<file path="config.mk">
export PLATFORM = sky130hd
export DESIGN_NAME = seg_scan_mux
export DESIGN_NICKNAME = d
export VERILOG_FILES = /design/src/rtl/seg_scan_mux.sv
export SDC_FILE = /design/constraint.sdc
export NUM_CORES = 1
export LEC_CHECK = 0
export ABC_CLOCK_PERIOD_IN_PS = 2900
export CAP_MARGIN = 20
export CORE_ASPECT_RATIO = 1.2
export CORE_UTILIZATION = 45
export DETAILED_ROUTE_END_ITERATION = 8
export PLACE_DENSITY = 0.61
export RECOVER_POWER = 100
export SETUP_SLACK_MARGIN = 0.15
export SLEW_MARGIN = 20
export SYNTH_ARGS = -nofsm -noshare
export SYNTH_HDL_FRONTEND = slang
export SYNTH_SLANG_ARGS = --single-unit
</file>
<file path="constraint.sdc">
create_clock -name clk -period 2.9 [get_ports clk]
set_input_delay 0.58 -clock clk [delete_from_list [all_inputs] [get_ports clk]]
set_output_delay 0.58 -clock clk [all_outputs]
set_load 0.005 [all_outputs]
</file>
<file path="src/rtl/seg_scan_mux.sv">
// Time-multiplexed scanner for a 4-digit 7-segment display.
// Walks the digits at a fixed prescaled rate; new data is committed only at a frame boundary.
module seg_scan_mux #(
    parameter int unsigned TICK_DIV = 16,
    parameter bit          BLANK_LZ = 1'b1
) (
    input  logic        clk,
    input  logic        rst,
    input  logic        load,
    input  logic [15:0] din,
    output logic        load_ack,
    output logic [3:0]  bcd,
    output logic [3:0]  an,
    output logic        blank,
    output logic        frame_done
);

    localparam int unsigned CNT_W  = 16;
    localparam int unsigned IDX_W  = 2;
    localparam int unsigned DIG_W  = 4;
    localparam int unsigned DATA_W = 16;

    localparam logic [CNT_W-1:0] CNT_LAST = CNT_W'(TICK_DIV - 1);
    localparam logic [IDX_W-1:0] IDX_LAST = IDX_W'(3);

    logic [CNT_W-1:0]  cnt_q,       cnt_d;
    logic [IDX_W-1:0]  idx_q,       idx_d;
    logic [DATA_W-1:0] disp_q,      disp_d;
    logic [DATA_W-1:0] pend_data_q, pend_data_d;
    logic              pend_q,      pend_d;
    logic              frame_done_q, frame_done_d;
    logic [DIG_W-1:0]  bcd_q,       bcd_d;
    logic [3:0]        an_q,        an_d;
    logic              blank_q,     blank_d;
    logic              tick_c;

    // Nibble of the given digit index.
    function automatic logic [DIG_W-1:0] digit_of(input logic [DATA_W-1:0] d,
                                                  input logic [IDX_W-1:0]  i);
        logic [DIG_W-1:0] n;
        n = d[3:0];
        case (i)
            2'd0:    n = d[3:0];
            2'd1:    n = d[7:4];
            2'd2:    n = d[11:8];
            default: n = d[15:12];
        endcase
        return n;
    endfunction

    // Digit is a leading zero: it and every more-significant digit are zero (digit0 never).
    function automatic logic lead_zero(input logic [DATA_W-1:0] d,
                                       input logic [IDX_W-1:0]  i);
        logic z;
        z = 1'b0;
        case (i)
            2'd0:    z = 1'b0;
            2'd1:    z = (d[15:4] == 12'h000);
            2'd2:    z = (d[15:8] == 8'h00);
            default: z = (d[15:12] == 4'h0);
        endcase
        return z;
    endfunction

    // Prescaler and digit index.
    always_comb begin
        cnt_d  = cnt_q + CNT_W'(1);
        idx_d  = idx_q;
        tick_c = (cnt_q == CNT_LAST);
        if (tick_c) begin
            cnt_d = '0;
            idx_d = idx_q + IDX_W'(1);
        end
    end

    // Pending/display handoff; frame_done_q marks the current cycle as the frame boundary.
    always_comb begin
        disp_d      = disp_q;
        pend_d      = pend_q;
        pend_data_d = pend_data_q;
        if (frame_done_q) begin
            if (load) begin
                disp_d = din;
            end else if (pend_q) begin
                disp_d = pend_data_q;
            end
            pend_d = 1'b0;
        end else if (load) begin
            pend_data_d = din;
            pend_d      = 1'b1;
        end
    end

    // Outputs are precomputed from next-state registers so they line up with idx/display.
    always_comb begin
        frame_done_d = (cnt_d == CNT_LAST) && (idx_d == IDX_LAST);
        bcd_d        = digit_of(disp_d, idx_d);
        an_d         = ~(4'b0001 << idx_d);
        blank_d      = (bcd_d > DIG_W'(9));
        if (BLANK_LZ && lead_zero(disp_d, idx_d)) begin
            blank_d = 1'b1;
        end
    end

    always_ff @(posedge clk or posedge rst) begin
        if (rst) begin
            cnt_q        <= '0;
            idx_q        <= '0;
            disp_q       <= '0;
            pend_data_q  <= '0;
            pend_q       <= 1'b0;
            frame_done_q <= 1'b0;
            bcd_q        <= '0;
            an_q         <= 4'b1110;
            blank_q      <= 1'b0;
        end else begin
            cnt_q        <= cnt_d;
            idx_q        <= idx_d;
            disp_q       <= disp_d;
            pend_data_q  <= pend_data_d;
            pend_q       <= pend_d;
            frame_done_q <= frame_done_d;
            bcd_q        <= bcd_d;
            an_q         <= an_d;
            blank_q      <= blank_d;
        end
    end

    // The ack must coincide with a same-cycle boundary load, so it cannot be registered.
    assign load_ack   = frame_done_q & (load | pend_q);
    assign frame_done = frame_done_q;
    assign bcd        = bcd_q;
    assign an         = an_q;
    assign blank      = blank_q;

endmodule

</file>
==> flow_results.xml <==
<?xml version="1.0" encoding="UTF-8"?>
<metrics>
  <group name="status">
    <metric name="run_status" unit="">finished clean</metric>
  </group>
  <group name="placement">
    <metric name="area_after_dpl" unit="µm²">3388</metric>
    <metric name="buffer_ports.inserted" unit="">29</metric>
    <metric name="detailedPlacementHpwl" unit="µm">4218</metric>
    <metric name="dp_cells" unit="">363</metric>
    <metric name="place.gp.congestion" unit="">0.8290</metric>
  </group>
  <group name="worst_setup_path">
    <metric name="worst_ep_arrival" unit="ns">2.08</metric>
    <metric name="timing.reg2reg.worst_path_depth" unit="">7</metric>
    <metric name="start_kind" unit="">input pin</metric>
    <metric name="cp_max_fo" unit="">11</metric>
    <metric name="timing_worst_setup_path_type" unit="">input pin to primary output</metric>
    <metric name="reg2reg_from" unit="">cnt_q[0]$_DFF_PP0_</metric>
    <metric name="r2r-end" unit="">blank$_DFF_PP0_</metric>
    <metric name="critical_path_required" unit="ns">2.32</metric>
    <metric name="worst-r2r-setup-slack" unit="ns">0.45</metric>
    <metric name="setup.worst_path.end_class" unit="">primary output</metric>
  </group>
  <group name="logic_synthesis">
    <metric name="synth-async-reset-ratio" unit="%">100.0</metric>
    <metric name="ys_ff_latch" unit="">61</metric>
    <metric name="synth_top_cell_area_share" unit="%">48.27</metric>
    <metric name="postSynth.topFlopCell" unit="">sky130_fd_sc_hd__dfrtp_1</metric>
    <metric name="synth_area_leader_cell" unit="">sky130_fd_sc_hd__dfrtp_1</metric>
    <metric name="edff_count_synth" unit="">0</metric>
    <metric name="yosys-top-cells-area" unit="">sky130_fd_sc_hd__dfrtp_1 48%, sky130_fd_sc_hd__mux2i_1 4.3%, sky130_fd_sc_hd__mux2_2 3.0%, sky130_fd_sc_hd__nand4bb_1 3.0%, sky130_fd_sc_hd__dfstp_2 2.6%</metric>
    <metric name="syn-num-nets" unit="">277</metric>
    <metric name="syn_avg_cell_area" unit="µm²">11.70</metric>
    <metric name="synth_area" unit="µm²">3007</metric>
    <metric name="synthCells" unit="">257</metric>
    <metric name="ys.warnings.count" unit="">0</metric>
    <metric name="synth-seq-area-share" unit="%">50.89</metric>
    <metric name="synthDistinctLibCells" unit="">56</metric>
  </group>
  <group name="global_route">
    <metric name="grtUsageMet3" unit="%">3.618</metric>
    <metric name="vias_in_the_first_global_route" unit="">2144</metric>
    <metric name="routing_usage_on_met2" unit="%">33.41</metric>
    <metric name="groute.usage.overall" unit="%">19.62</metric>
    <metric name="antenna_found_initial" unit="">0</metric>
    <metric name="first_pass_grt_wire_length" unit="µm">10400</metric>
    <metric name="grt.busiest_layer" unit="">met2</metric>
    <metric name="grt_overflow_total" unit="">0</metric>
    <metric name="use_met1" unit="%">23.20</metric>
    <metric name="pin_count_of_the_biggest_net_entering_global_routing" unit="">41</metric>
  </group>
  <group name="die">
    <metric name="placementRows" unit="">32</metric>
    <metric name="die_x" unit="µm">76.62</metric>
    <metric name="coreArea" unit="µm²">6446</metric>
    <metric name="initial_core_util" unit="%">46.64</metric>
    <metric name="die_outline_area" unit="µm²">7013</metric>
    <metric name="ioPinCount" unit="">30</metric>
    <metric name="die_y" unit="µm">91.54</metric>
  </group>
  <group name="drt">
    <metric name="detail_route.wirelength" unit="µm">6036</metric>
    <metric name="antenna_left" unit="">0</metric>
    <metric name="drt_iter0_drc" unit="">98</metric>
    <metric name="routed-via-count" unit="">2045</metric>
    <metric name="drt_pass1_iterations" unit="">4</metric>
    <metric name="routedWlPerCell" unit="µm">15.93</metric>
    <metric name="drt-vias-per-instance" unit="">5.396</metric>
    <metric name="drcViolationCount" unit="">0</metric>
  </group>
  <group name="clocking">
    <metric name="post-cts-setup-buffer-count" unit="">0</metric>
    <metric name="cts.htree.levels" unit="">3</metric>
    <metric name="cts_buffers" unit="">9</metric>
    <metric name="tritoncts" unit="">built</metric>
    <metric name="clock_pin_slew_reported_for_the_worst_setup_and_hold_paths_after_clock_tree_synthesis" unit="ns">0.06</metric>
    <metric name="cts.path.max_buffers" unit="">2</metric>
    <metric name="post_cts.resized_instances" unit="">0</metric>
    <metric name="clkLatencyLatePin" unit="ns">0.35</metric>
    <metric name="tritoncts_sink_count" unit="">61</metric>
    <metric name="cts-root-buf" unit="">sky130_fd_sc_hd__clkbuf_8</metric>
    <metric name="cts.hold.buffers_added" unit="">0</metric>
  </group>
  <group name="layout">
    <metric name="diodes" unit="">0</metric>
    <metric name="finish.net_count" unit="">309</metric>
    <metric name="stdcell_count" unit="">379</metric>
    <metric name="final_layout_size_suffix_gt1_share" unit="%">13.95</metric>
    <metric name="layout_overhead_on_the_synthesized_area" unit="%">18.48</metric>
    <metric name="layout.cell_area.non_filler" unit="µm²">3562</metric>
    <metric name="final.fill_count" unit="">592</metric>
  </group>
  <group name="timing">
    <metric name="maxClockFrequency" unit="GHz">0.3761</metric>
    <metric name="worst_slew_margin_rel" unit="%">34.38</metric>
    <metric name="timing_worst_slew_pin_value" unit="ns">0.9843</metric>
    <metric name="period_share" unit="%">91.70</metric>
    <metric name="clock_skew" unit="ns">0.01013</metric>
    <metric name="final.min_clock_period" unit="ns">2.659</metric>
    <metric name="finalMaxSlewViolations" unit="">0</metric>
    <metric name="unrepaired_setup_endpoints_after_global_routing" unit="">false</metric>
    <metric name="hold_viol_final" unit="">0</metric>
    <metric name="fin_tns_setup" unit="ns">0</metric>
    <metric name="setup_viol" unit="">0</metric>
  </group>
  <group name="min_path">
    <metric name="worstHoldPathType" unit="">flop to flop</metric>
    <metric name="whs_path_depth" unit="">1</metric>
    <metric name="hold_start" unit="">pend_data_q[6]$_DFFE_PP0P_</metric>
    <metric name="whs_endpoint" unit="">pend_data_q[6]$_DFFE_PP0P_</metric>
  </group>
  <group name="pwr">
    <metric name="power-per-cell-area" unit="nW/µm²">501.0</metric>
    <metric name="power.leakage" unit="nW">1.709</metric>
    <metric name="vdd_drop_max" unit="µV">355.3</metric>
  </group>
  <group name="job">
    <metric name="cap_violations" unit="">0</metric>
  </group>
</metrics>
-- flip-flops by register name (all words and copies together), names as in the netlist --
signal and count:
an 4, disp_q 16, bcd 4, idx_q 2, blank 1, frame_done 1, pend_q 1, cnt_q 16
pend_data_q 16
-- worst max path at each step --
stage / startpoint / to / cells after the start
final: load / load_ack / 4
after global placement: load / blank$_DFF_PP0_ / 8
after detailed placement: load / blank$_DFF_PP0_ / 8
after global routing: load / load_ack / 4
after floorplan: load / blank$_DFF_PP0_ / 8
after CTS: load / load_ack / 4
-- power breakdown --
part           internal [mW]  switching [mW]  leakage (nW)  total [mW]
Sequential             0.873         0.00933         0.776       0.883
Combinational         0.0530          0.0438         0.826      0.0967
Clock                  0.480           0.325         0.107       0.805
-- critical path, stage by stage --
cell and delay (ns):
sky130_fd_sc_hd__dlygate4sd3_1 0.65, sky130_fd_sc_hd__o21ai_2 0.11, sky130_fd_sc_hd__inv_2 0.20, sky130_fd_sc_hd__clkdlybuf4s50_1 0.54
-- through the flow --
stage	hold WS [ns]	total power, mW	setup WS, ns	util [%]
2_1_floorplan	0.4496	0.9530	0.6791	-
3_3_place_gp	0.4595	1.000	0.09925	52.56
3_5_place_dp	0.4711	1.001	0.08954	52.56
4_1_cts	0.4866	1.807	0.3025	55.76
5_1_grt	0.5055	1.848	0.1581	55.26
6_report	0.4877	1.785	0.2408	55.26
-- per-layer routing --
metal / up-vias / share of wire [%]
li1: 983 / -
met5: - / 0
met4: 0 / 2.0
met1: 1022 / 45
met2: 27 / 50
met3: 13 / 2.9
-- cell type report --
cell class	instances	area (µm²)	share of cell area, %
multi-input cells	160	1304	36.60
clock buffers	11	131.4	3.688
repair buffers	37	340.3	9.554
clock inverters	5	75.07	2.107
inverters	20	75.07	2.107
well taps	85	106.4	2.986
flip-flops and latches	61	1530	42.96
-- cells in the final DEF (no fill, tap or decap), drive strengths merged, types with 2 or more instances in the layout --
cell	instances
nand2	14
dfstp	3
dfrtp	58
mux4	3
bufinv	2
clkbuf	14
nand2b	4
mux2i	13
o2bb2ai	4
mux2	15
nand4	3
and3	5
nor2	17
a22o	7
nand4bb	8
o221ai	7
nand3	6
o21ai	2
xnor2	10
a2bb2oi	2
clkinv	3
a22oi	5
and2	3
nor4	4
buf	5
inv	20
and4	4
dlygate4sd3	12
xor2	8
clkdlybuf4s50	17
-- Yosys cell counts, types with 2 or more instances --
library cell,count
sky130_fd_sc_hd__nor4_2,2
sky130_fd_sc_hd__xnor2_1,9
sky130_fd_sc_hd__a2bb2oi_1,2
sky130_fd_sc_hd__mux2_2,8
sky130_fd_sc_hd__dfstp_2,3
sky130_fd_sc_hd__mux2_1,7
sky130_fd_sc_hd__mux4_2,3
sky130_fd_sc_hd__nand4bb_1,8
sky130_fd_sc_hd__and4_1,3
sky130_fd_sc_hd__nand2_1,13
sky130_fd_sc_hd__mux2i_1,13
sky130_fd_sc_hd__xor2_1,8
sky130_fd_sc_hd__a22oi_1,5
sky130_fd_sc_hd__nand4_1,2
sky130_fd_sc_hd__inv_2,2
sky130_fd_sc_hd__a22o_1,7
sky130_fd_sc_hd__nand3_1,6
sky130_fd_sc_hd__and3_1,5
sky130_fd_sc_hd__o221ai_1,7
sky130_fd_sc_hd__nand2b_1,4
sky130_fd_sc_hd__o2bb2ai_1,4
sky130_fd_sc_hd__nor2_1,17
sky130_fd_sc_hd__clkbuf_1,6
sky130_fd_sc_hd__dfrtp_1,58
sky130_fd_sc_hd__buf_2,6
sky130_fd_sc_hd__inv_1,18
sky130_fd_sc_hd__and2_1,2
-- kinds of logic after synthesis --
| kind of cell | synth area share, % |
|---|---|
| multiplexers | 12.19 |
| AO/OA/AOI/OAI | 9.655 |
| flip-flops | 50.89 |
| buffers and inverters | 5.409 |
| adder cells (fa/ha/maj) | 0.4161 |
| XOR/XNOR | 5.494 |
| AND/OR/NAND/NOR | 15.94 |
No activity file was read; power rests on OpenSTA's default activity.
